`src/rtl/nibble_serial_adder.sv`:
```
// Serial adder: one 4-bit digit per cycle through an external 4-bit ripple
// adder, with the running carry and partial result held in local registers.
module nibble_serial_adder #(
   parameter int NIBBLES = 4
) (
   input  logic                   clk,
   input  logic                   rst,
   input  logic                   in_valid,
   output logic                   in_ready,
   input  logic [4*NIBBLES-1:0]   op_a,
   input  logic [4*NIBBLES-1:0]   op_b,
   input  logic                   cin,
   output logic [3:0]             add_a,
   output logic [3:0]             add_b,
   output logic                   add_cin,
   input  logic [3:0]             add_sum,
   input  logic                   add_cout,
   output logic                   out_valid,
   input  logic                   out_ready,
   output logic [4*NIBBLES-1:0]   result,
   output logic                   cout
);

   localparam int W    = 4 * NIBBLES;
   localparam int IDXW = (NIBBLES > 1) ? $clog2(NIBBLES) : 1;
   localparam logic [IDXW-1:0] LAST_IDX = IDXW'(NIBBLES - 1);

   typedef enum logic [1:0] {
      IDLE = 2'd0,
      RUN  = 2'd1,
      DONE = 2'd2
   } state_t;

   state_t            r_state;
   state_t            w_nextState;
   logic [W-1:0]      r_opA;
   logic [W-1:0]      r_opB;
   logic [W-1:0]      r_result;
   logic              r_carry;
   logic              r_cout;
   logic              r_outValid;
   logic [IDXW-1:0]   r_idx;
   logic              w_accept;
   logic              w_release;
   logic              w_lastDigit;

   assign w_accept    = (r_state == IDLE) && in_valid;
   assign w_release   = (r_state == DONE) && r_outValid && out_ready;
   assign w_lastDigit = (r_idx == LAST_IDX);

   always_ff @(posedge clk or posedge rst) begin
      if (rst) begin
         r_state <= IDLE;
      end else begin
         r_state <= w_nextState;
      end
   end

   always_comb begin
      w_nextState = r_state;
      case (r_state)
         IDLE:    if (in_valid)    w_nextState = RUN;
         RUN:     if (w_lastDigit) w_nextState = DONE;
         DONE:    if (w_release)   w_nextState = IDLE;
         default: w_nextState = IDLE;
      endcase
   end

   // out_valid is registered, so it rises one edge after DONE is entered;
   // this gives the fixed NIBBLES+1 latency from the accept edge.
   always_ff @(posedge clk or posedge rst) begin
      if (rst) begin
         r_opA      <= '0;
         r_opB      <= '0;
         r_result   <= '0;
         r_carry    <= 1'b0;
         r_cout     <= 1'b0;
         r_idx      <= '0;
         r_outValid <= 1'b0;
      end else begin
         r_outValid <= (r_state == DONE) && !w_release;
         if (w_accept) begin
            r_opA    <= op_a;
            r_opB    <= op_b;
            r_carry  <= cin;
            r_cout   <= 1'b0;
            r_idx    <= '0;
            r_result <= '0;
         end else if (r_state == RUN) begin
            r_result[4*r_idx +: 4] <= add_sum;
            r_carry                <= add_cout;
            if (w_lastDigit) begin
               r_cout <= add_cout;
            end else begin
               r_idx <= r_idx + IDXW'(1);
            end
         end
      end
   end

   always_comb begin
      add_a   = 4'd0;
      add_b   = 4'd0;
      add_cin = 1'b0;
      if (r_state == RUN) begin
         add_a   = r_opA[4*r_idx +: 4];
         add_b   = r_opB[4*r_idx +: 4];
         add_cin = r_carry;
      end
   end

   assign in_ready  = (r_state == IDLE);
   assign out_valid = r_outValid;
   assign result    = r_result;
   assign cout      = r_cout;

endmodule
```
`config.mk`:
```
export PLATFORM = sky130hd
export DESIGN_NAME = nibble_serial_adder
export DESIGN_NICKNAME = d
export VERILOG_FILES = /design/src/rtl/nibble_serial_adder.sv
export SDC_FILE = /design/constraint.sdc
export NUM_CORES = 1
export LEC_CHECK = 0
export ABC_AREA = 0
export BUFFER_PORTS_ARGS = -buffer_cell sky130_fd_sc_hd__clkbuf_2
export CAP_MARGIN = 10
export CORE_MARGIN = 3
export CORE_UTILIZATION = 40
export CTS_CLUSTER_SIZE = 14
export DETAILED_ROUTE_END_ITERATION = 12
export GPL_ROUTABILITY_DRIVEN = 0
export SYNTH_ARGS = -nofsm -noshare
export SYNTH_HDL_FRONTEND = slang
export SYNTH_SLANG_ARGS = --single-unit
```
`constraint.sdc`:
```
create_clock -name clk -period 2.15 [get_ports clk]
set_clock_uncertainty 0.15 [all_clocks]
set_input_delay 0.1075 -clock clk [delete_from_list [all_inputs] [get_ports clk]]
set_output_delay 0.1075 -clock clk [all_outputs]
set_load 0.005 [all_outputs]
```
# == Yosys cells after proc, flatten, opt, wreduce, memory -nomap -nowiden ==
# Cells that the tools add are included.
# word_totals
register_bits,55
word_cells,50
# classes
addsub,2
n_eq_ne,7
shifts,4
n_mux,18
reduce_logical,11
# ops
cell,n
4-bit negator with 34-bit output,1
4-bit by 34-bit variable shift with 16-bit output (first input constant),1
4-bit by 34-bit variable part select with 16-bit output,1
16-bit 2-to-1 mux,2
16-bit by 5-bit variable part select with 4-bit output,2
16-bit bitwise mux,1
2-bit 2-to-1 mux,6
4-bit 2-to-1 mux,2
2-bit inequality test (second input constant),4
1-bit 2-to-1 mux,6
2-bit case mux with 3 select lines,1
2-bit equality test (second input constant),2
1-bit logical AND,4
2-bit AND reduction,2
2-bit nonzero test,2
3-bit AND reduction,1
2-bit by 1-bit adder with 2-bit output (second input constant),1
2-bit by 1-bit equality test with 1-bit output (second input constant),1
2-bit logical NOT,1
1-bit logical NOT,1

# == Logic depth before layout (Yosys ltp) ==
# Gate-level depths: netlist (run 1).
# logic_depth
ltp_word,5
depth_mapped,6
depth_no_buf,5

# == Worst setup path after synthesis (run 1) ==
# OpenSTA, ideal clock, no wires.
# synth_timing
path_kind,reg2reg
startpoint,reg r_idx[1]
endpoint,"reg r_result[10], in the netlist result[10]"
setup_ps,68
t_arrival_ps,1691
slack_ps,241
path_stages_with_launch,6
path_buffers,1
synth_period_minus_slack_ps,1909
path_cell_list,dfrtp_1 -> clkbuf_1 -> inv_1 -> ha_1 -> nor4b_2 -> a32o_1
# synth_between
elab_chain_len,5
# synth_lines
item,line,rtl
"start, declared",42,logic [IDXW-1:0] r_idx;
"start signal, assigned",95,r_idx <= r_idx + IDXW'(1);
4-bit negator with 34-bit output *,90,r_result[4*r_idx +: 4] <= add_sum;
4-bit by 34-bit variable part select with 16-bit output or 4-bit by 34-bit variable shift with 16-bit output (tied branches),90,
16-bit bitwise mux *,90,
16-bit 2-to-1 mux *,89,end else if (r_state == RUN) begin
16-bit 2-to-1 mux *,82,if (w_accept) begin
"end signal, assigned by index",90,
"end, declared",38,logic [W-1:0] r_result;
# Mark *: on every way between the ends. The rest lies on a longest branch, timed or not. The select of a mux whose other input is x is not followed.
# A chain may end at the register's enable or synchronous reset.

# == Final worst setup path (run 1) ==
# layout_timing
startpoint,reg r_idx[0]
endpoint,out add_a[3]
# layout_between
elab_chain_len,2
# layout_lines
item,line,rtl
16-bit by 5-bit variable part select with 4-bit output,106,add_a = r_opA[4*r_idx +: 4];
4-bit 2-to-1 mux,105,if (r_state == RUN) begin
"end, declared",13,"output logic [3:0] add_a,"
# Every way passes these cells.

==> results.cfg, run 1 <==
[run_status]
status = completed

[floorplanning]
dieArea_um2 = 7360
initial_utilization_pct = 42.3
num_io_pins = 70
die_height_um = 85.8
fp.dieW_um = 85.8
core_area_um2 = 6030
row_count = 28

[setup_path]
cp_slowest_stage_delay_ps = 580
worstSetupPathType = reg2out
end_kind = output port
r2r_slack_ps = 360
reg2reg_to = result[10]$_DFFE_PP0P_
slowest_stage = mux4_1
critical_path_required_ps = 1890
r2r_cells = 4
cp_max_fo = 15
timing.rr.start = r_idx[0]$_DFFE_PP0P_
start_kind = flip-flop
cp_cell_sequence = buf_6 -> mux4_1 -> and2_1 -> clkbuf_2
arrival_ps = 1760

[final_layout]
instances_no_fill = 363
drive_above_1_share_pct = 34.7
nets = 335
stdcell_area_um2 = 3500
fillers = 509
final_common_cell = clkbuf_2
utilization_pct = 58.1
mostFrequentLayoutCells = 69 x clkbuf_2, 55 x dfrtp_1, 40 x dlygate4sd3_1, 28 x mux2_1, 12 x a22o_1
syn2layout_area_growth_pct = 37.4
antenna_cells = 0

[sta]
drv_slew = 0
relSlewSlack_pct = 60.2
fmax_mhz = 495
period_share_pct = 94.0
setup_ws_ps = 129
finalSetupViolCount = 0
hold_violations = 0
setup_tns_ps = 0
min_period_ps = 2020
worst_pin_slew_ps = 597
rsz0062_at_grt = no
fin_hold_ws_ps = 164

[cts]
cts_tree = done
clk_pin_slew_ps = 90
cts_buffers = 5
clkLatencyLatePin_ps = 300
cts_root_buf = clkbuf_8
htree_levels = 2
cts_buffer_depth = 2
clock-sinks = 55
post_cts_buffers = 0

[routing]
dr.pass1.iters = 4
ant_nets = 0
drtIter0Drc = 61
drc = 0
met2WireLength_um = 2770
vias = 1826
via_per_inst = 5.03
top_layer_used = met4
wirelength_um = 5590
wl_per_cell_um = 15.4
route.met3.wl_um = 242
wl_met1_um = 2480

[synth]
syn-num-nets = 221
yosys_warnings = 0
syn_area_um2 = 2550
yosysUniqueCellTypes = 32
ys_ff_latch = 55
ys.flop_type = dfrtp_1
yosysSeqAreaShare_pct = 54.1
syn_avg_cell_area_um2 = 14.7
synth_cells = 173
synth-edff-count = 0
synthArstFlopShare_pct = 100

[pwr]
switching_share_pct = 33.6
p_comb_share_pct = 45.8
switching_power_mw = 1.50
p_int_mw = 2.96
power_mw = 4.46
power.density_nw_per_um2 = 1270
clkPwrFrac_pct = 15.6
pwr-share-seq_pct = 38.6
ir_worst_vdd_mv = 0.616
leakage_nw = 1.67

[global_route]
grt_max_degree = 30
grt_pass1_wl_um = 9600
antenna_found_initial = 0
gr-total-overflow = 0
first_global_vias = 1973
grt_use_total_pct = 16.7

[placement]
place_inst = 315
hpwl_um = 3740
io_buffers = 69
place_ws_ps = 367
place_area_um2 = 2980

[hold_path]
holdCritPathClass = in2reg
min_from = in_valid
holdPathEnd = r_opB[2]$_DFFE_PP0P_
hold_depth = 3

[flow_run]
max_cap_violations = 0
[area by class of cell]
cell class / count / area, um^2 / area share (%)
flip-flops and latches: 55 / 1380 / 39.3
multi-input cells: 102 / 1070 / 30.6
clock inverters: 2 / 35.0 / 1.00
well taps: 75 / 93.8 / 2.68
inverters: 7 / 26.3 / 0.751
clock buffers: 6 / 82.6 / 2.36
repair buffers: 116 / 815 / 23.3
[critical path, delay by kind of cell, from the launching register on]
kind / cells / cell delay (ps)
mux: 1 / 580
buf+inv: 2 / 330
flops: 1 / 380
simple gates: 1 / 170
[registers in the layout, summed over array words and instances, names as in the netlist]
signal     cells
r_state        2
r_opB         16
r_carry        1
cout           1
r_idx          2
result        16
out_valid      1
r_opA         16
[Yosys cell counts, types with 5 or more instances]
| master | count | area [um^2] |
|---|---|---|
| mux4_2 | 5 | 113 |
| and2_1 | 8 | 50.1 |
| inv_1 | 7 | 26.3 |
| nand2_1 | 5 | 18.8 |
| mux2_1 | 28 | 315 |
| mux2_2 | 5 | 56.3 |
| dfrtp_1 | 55 | 1380 |
| ha_1 | 6 | 75.1 |
| buf_6 | 6 | 67.6 |
| a22o_1 | 12 | 105 |
[worst max-delay path by stage]
stage | slack (ps) | end | start | depth (start not counted)
after floorplan | 240 | result[10]$_DFFE_PP0P_ | r_idx[1]$_DFFE_PP0P_ | 5
after global placement | 390 | r_idx[0]$_DFFE_PP0P_ | r_idx[0]$_DFFE_PP0P_ | 5
after detailed placement | 370 | r_idx[0]$_DFFE_PP0P_ | r_idx[0]$_DFFE_PP0P_ | 5
after CTS | 50 | add_a[3] | r_idx[0]$_DFFE_PP0P_ | 4
after global routing | 50 | add_b[3] | r_idx[0]$_DFFE_PP0P_ | 4
final | 130 | add_a[3] | r_idx[0]$_DFFE_PP0P_ | 4
[what timing repair did]
item | in CTS | in global routing
endpoints found under the hold margin | 78 | 0
endpoints found under the setup margin | 0 | 1
resized for setup | 0 | 1
hold buffers | 40 | 0
[cells by family (layout without fill, tap and decap cells)]
| logic type | after synthesis | in the layout | synth area share, % |
|---|---|---|---|
| AND/OR/NAND/NOR | 30 | 30 | 8.55 |
| buffers and inverters | 16 | 131 | 4.18 |
| adder cells (fa/ha/maj) | 6 | 6 | 2.95 |
| flip-flops | 55 | 55 | 54.1 |
| multiplexers | 41 | 41 | 22.1 |
| AO/OA/AOI/OAI | 25 | 25 | 8.16 |
[routing by layer]
layer / GRT usage [%] / vias up
met2: 28.7 / 46
met5: 0 / -
li1: - / 863
met4: 5.47 / 0
met1: 21.2 / 906
met3: 3.27 / 11
[power groups by stage]
stage / clock (mW) / sequential (mW) / combinational, mW
4_1_cts: 0.724 / 1.72 / 2.07
5_1_grt: 0.752 / 1.78 / 2.28
2_1_floorplan: 0 / 1.69 / 1.46
3_5_place_dp: 0 / 1.74 / 2.00
6_report: 0.696 / 1.72 / 2.04
3_3_place_gp: 0 / 1.73 / 1.97
No activity file was read; power rests on OpenSTA's default activity.
==> run 2: changes to the inputs <==
- GPL_TIMING_DRIVEN: not set -> 0
- clock period: 2.15 -> 2.2 ns (I/O delays scaled with it)
==> run 2 against run 1 <==
Sequential share of layout area is 0.68 points lower. Wire length increased by 3.8%. Die area unchanged. Count of clock-buffer cells in the layout up 2. Non-clock buffer count increased by 9. Critical path type is now reg2reg.
==> results.cfg, run 2 (same netlist as run 1, synthesis figures left out) <==
[pwr]
p_int_mw = 2.91
switching_power_mw = 1.49
pwr-share-seq_pct = 38.5
clkPwrFrac_pct = 13.7
ir_worst_vdd_mv = 0.623
power.density_nw_per_um2 = 1240
switching_share_pct = 33.8
p_comb_share_pct = 47.8
leakage_nw = 1.71

[cts]
cts_root_buf = clkbuf_8
clk_pin_slew_ps = 100
clock-sinks = 55
cts_buffers = 5
cts_buffer_depth = 2
clkLatencyLatePin_ps = 300
cts_tree = done
htree_levels = 2

[routing]
vias = 1865
via_per_inst = 5.01
wl_per_cell_um = 15.6
ant_nets = 0
drc = 0
dr.pass1.iters = 4
drtIter0Drc = 87
wirelength_um = 5800

[global_route]
grt_max_degree = 42
antenna_found_initial = 0
first_global_vias = 1918
met1_usage_pct = 23.0
grt_use_total_pct = 16.6
busiest_layer = met2
gr-total-overflow = 0
grt_pass1_wl_um = 9560
met2_usage_pct = 27.3
use_met3_pct = 3.55

[setup_path]
reg2reg_to = result[10]$_DFFE_PP0P_
end_kind = flip-flop
critical_path_required_ps = 2290
worstSetupPathType = reg2reg
r2r_cells = 5
arrival_ps = 2200
start_kind = flip-flop
r2r_slack_ps = 80
timing.rr.start = r_idx[1]$_DFFE_PP0P_
cp_max_fo = 9

[placement]
place_ws_ps = -207
io_buffers = 69
hpwl_um = 3960

[final_layout]
syn2layout_area_growth_pct = 40.0
drive_above_1_share_pct = 36.4
nets = 344
mostFrequentLayoutCells = 71 x clkbuf_2, 54 x dfrtp_1, 41 x dlygate4sd3_1, 28 x mux2_1, 12 x a22o_1
antenna_cells = 0
final_common_cell = clkbuf_2

[sta]
drv_slew = 0
setup_tns_ps = 0
relSlewSlack_pct = 68.0
setup_ws_ps = 81.3
rsz0062_at_grt = yes
min_period_ps = 2120
fmax_mhz = 472
worst_pin_slew_ps = 476
period_share_pct = 96.3
finalSetupViolCount = 0
hold_violations = 0

[floorplanning]
die_height_um = 85.8
core_area_um2 = 6030
row_count = 28
dieArea_um2 = 7360
initial_utilization_pct = 42.3
fp.dieW_um = 85.8
num_io_pins = 70

[hold_path]
holdCritPathClass = in2async

[run_status]
status = completed

[flow_run]
max_cap_violations = 0
[run 2: changes by cell type in the layout (fill, tap and decap cells not counted), sizes merged]
cell | before | now
dlygate4sd3 | 40 | 41
bufinv | 1 | 0
clkinv | 1 | 0
clkbuf | 75 | 79
buf | 7 | 13
[run 2: repair_timing]
item,CTS,global route
hold buffers,41,0
pin swaps,0,0
gates resized for setup,2,3
setup endpoints to repair,16,13
endpoints found under the hold margin,106,0
cloned,0,0
setup buffers,0,5
[run 2: through the flow]
step	area, um^2	utilization [%]	cells	hold WS, ps	total power [mW]
after floorplan	2550	-	173	68.7	3.07
after global placement	2990	49.5	317	170	3.66
after detailed placement	3010	49.9	318	-71.3	3.71
after CTS	3520	58.4	367	153	4.40
after global routing	3560	59.1	372	171	4.74
final	3560	59.1	372	141	4.40
[run 2: worst max path at each step]
| stage | cells after the start | slack (ps) | to | from |
|---|---|---|---|---|
| finish | 5 | 80 | result[10]$_DFFE_PP0P_ | r_idx[1]$_DFFE_PP0P_ |
| global route | 6 | -90 | result[13]$_DFFE_PP0P_ | r_idx[1]$_DFFE_PP0P_ |
| CTS | 6 | 20 | r_carry$_DFFE_PP0P_ | r_state[1]$_DFFE_PP0P_ |
| detailed placement | 5 | -210 | result[10]$_DFFE_PP0P_ | r_idx[1]$_DFFE_PP0P_ |
| global placement | 5 | -170 | result[10]$_DFFE_PP0P_ | r_idx[1]$_DFFE_PP0P_ |
| floorplan | 5 | 290 | result[10]$_DFFE_PP0P_ | r_idx[1]$_DFFE_PP0P_ |
[run 2: power groups by stage]
stage	sequential [mW]	clock, mW	combinational, mW
global route	1.75	0.653	2.33
global placement	1.70	0	1.96
finish	1.69	0.602	2.11
floorplan	1.65	0	1.42
CTS	1.69	0.627	2.08
detailed placement	1.71	0	2.00
[run 2: layout make-up]
class                      instances  area (um^2)
buffer                             9         82.6
clock buffer                       8          100
fill                             524         2460
inverter                           7         26.3
multi-input combinational        102         1070
sequential                        55         1380
tap                               75         93.8
timing repair buffer             116          813
[run 2: worst max-delay path, cell delays in order, from the launching register on]
cell      delay, ps
dfrtp_1         400
clkbuf_2        300
inv_1           150
ha_1            440
nor4b_2         390
a32o_1          230
[run 2: per-layer routing]
| metal | share of wire (%) | vias to the layer above |
|---|---|---|
| met4 | 0.50 | 0 |
| met3 | 4.4 | 4 |
| li1 | - | 885 |
| met5 | 0 | - |
| met2 | 50 | 47 |
| met1 | 45 | 929 |
==> run 3: changes to the inputs <==
- clock period: 2.2 -> 2.3 ns (I/O delays scaled with it)
==> run 3 against run 2 <==
Register-to-register slack better by 40 ps. Wire length fell by 0.64%. Cell area fell by 0.74%. Global-route usage is the same. First-iteration DRC count decreased by 2.3%. Cell count shrank 1.3%. Critical path type unchanged. Critical endpoint is now r_carry$_DFFE_PP0P_. Largest cell class unchanged.
==> results.cfg, run 3 (same netlist as run 1, synthesis figures left out) <==
[run_status]
status = completed

[setup_path]
arrival_ps = 2210
critPathLaunch = r_state[1]$_DFFE_PP0P_
timing.rr.start = r_state[1]$_DFFE_PP0P_
end_kind = flip-flop
critical_path_required_ps = 2340
r2r_slack_ps = 120
reg2reg_to = r_carry$_DFFE_PP0P_
cp_common_cell = buf_6
crit_family = buffers and inverters
r2r_cells = 6
cp_slowest_stage_delay_ps = 560
worstSetupPathType = reg2reg
slowest_stage = dlygate4sd3_1
start_kind = flip-flop
crit_buf_inv = 3
cp_cell_sequence = buf_6 -> nor3b_4 -> buf_6 -> nor3_1 -> a221o_1 -> dlygate4sd3_1
cp_max_fo = 10

[floorplanning]
num_io_pins = 70
dieArea_um2 = 7360
core_area_um2 = 6030
die_height_um = 85.8
initial_utilization_pct = 42.3
row_count = 28
fp.dieW_um = 85.8

[flow_run]
max_cap_violations = 0

[sta]
worst_pin_slew_ps = 447
finalSetupViolCount = 0
drv_slew = 0
hold_violations = 0
rsz0062_at_grt = no
relSlewSlack_pct = 70.2
period_share_pct = 94.7
fmax_mhz = 459
min_period_ps = 2180

[cts]
post_cts_buffers = 0
clk_pin_slew_ps = 100
htree_levels = 2
cts_buffer_depth = 2
cts_tree = done
clock-sinks = 55
cts_root_buf = clkbuf_8
cts_buffers = 5
clkLatencyLatePin_ps = 300

[pwr]
power_mw = 4.18
pwr-share-seq_pct = 38.7
clkPwrFrac_pct = 13.9
p_comb_share_pct = 47.5
p_int_mw = 2.76
power.density_nw_per_um2 = 1180
ir_worst_vdd_mv = 0.585
leakage_nw = 1.69
switching_share_pct = 34.2
switching_power_mw = 1.43

[routing]
drc = 0
vias = 1826
wirelength_um = 5770
drtIter0Drc = 85
wl_per_cell_um = 15.7
dr.pass1.iters = 4
ant_nets = 0
via_per_inst = 4.98

[final_layout]
multi_input_area_um2 = 1080
antenna_cells = 0
mostFrequentLayoutCells = 70 x clkbuf_2, 55 x dfrtp_1, 41 x dlygate4sd3_1, 28 x mux2_1, 12 x a22o_1
syn2layout_area_growth_pct = 38.9
instances_no_fill = 367
drive_above_1_share_pct = 34.9
nets = 339
seqCellArea_um2 = 1380
final_common_cell = clkbuf_2
fillers = 524

[global_route]
gr-total-overflow = 0
antenna_found_initial = 0
grt_pass1_wl_um = 9560
grt_use_total_pct = 16.6
grt_max_degree = 42
first_global_vias = 1918

[placement]
hpwl_um = 3960
io_buffers = 69
place_inst = 318

[hold_path]
holdCritPathClass = in2async
-- run 3: changes by cell type in the layout (fill, tap and decap cells not counted), sizes merged --
| cell | change |
|---|---|
| buf | -5 |
-- run 3: repair_timing --
item | CTS | global route
gates resized for setup | 1 | 3
setup endpoints to repair | 16 | 8
hold buffers | 41 | 0
endpoints found under the hold margin | 106 | 0
-- run 3: worst min-delay path: cells and delay by family --
family | cells | cell delay (ps)
buf+inv | 3 | 900
-- run 3: worst max path at each step --
stage                             end  slack, ps  cells after the start
5_1_grt         result[4]$_DFFE_PP0P_          4                      6
3_3_place_gp   result[10]$_DFFE_PP0P_        -70                      5
2_1_floorplan  result[10]$_DFFE_PP0P_        390                      5
6_report          r_carry$_DFFE_PP0P_        120                      6
4_1_cts        result[14]$_DFFE_PP0P_         80                      5
3_5_place_dp   result[10]$_DFFE_PP0P_       -110                      5
-- run 3: layer usage --
| metal | vias to the layer above | track usage (%) | wire length [um] |
|---|---|---|---|
| met4 | 0 | 3.02 | 24 |
| met3 | 2 | 3.55 | 228 |
| met2 | 37 | 27.3 | 2880 |
| met1 | 912 | 23.0 | 2640 |
| met5 | - | 0 | 0 |
| li1 | 875 | - | - |
-- run 3: final cells by class --
class / instances / share of cell area (%)
inverters: 7 / 0.743
plain buffers: 9 / 2.30
multi-input cells: 102 / 30.6
clock buffers: 8 / 2.83
flip-flops and latches: 55 / 38.9
repair buffers: 111 / 21.9
well taps: 75 / 2.65
-- run 3: per-stage QoR --
stage / cell area (um^2) / TNS, ps / utilization [%] / setup slack (ps) / hold slack, ps
finish: 3540 / 0 / 58.7 / 121 / 145
global route: 3540 / 0 / 58.7 / 3.69 / 176
global placement: 2990 / -3150 / 49.5 / -74.5 / 175
CTS: 3520 / 0 / 58.4 / 77.7 / 158
detailed placement: 3010 / -848 / 49.9 / -107 / -66.3
floorplan: 2550 / 0 / - / 391 / 73.7
-- run 3: power groups by stage --
stage / clock (mW) / sequential, mW / combinational (mW)
detailed placement: 0 / 1.64 / 1.91
floorplan: 0 / 1.58 / 1.36
global placement: 0 / 1.63 / 1.87
global route: 0.625 / 1.67 / 2.21
finish: 0.580 / 1.62 / 1.99
CTS: 0.600 / 1.62 / 1.99
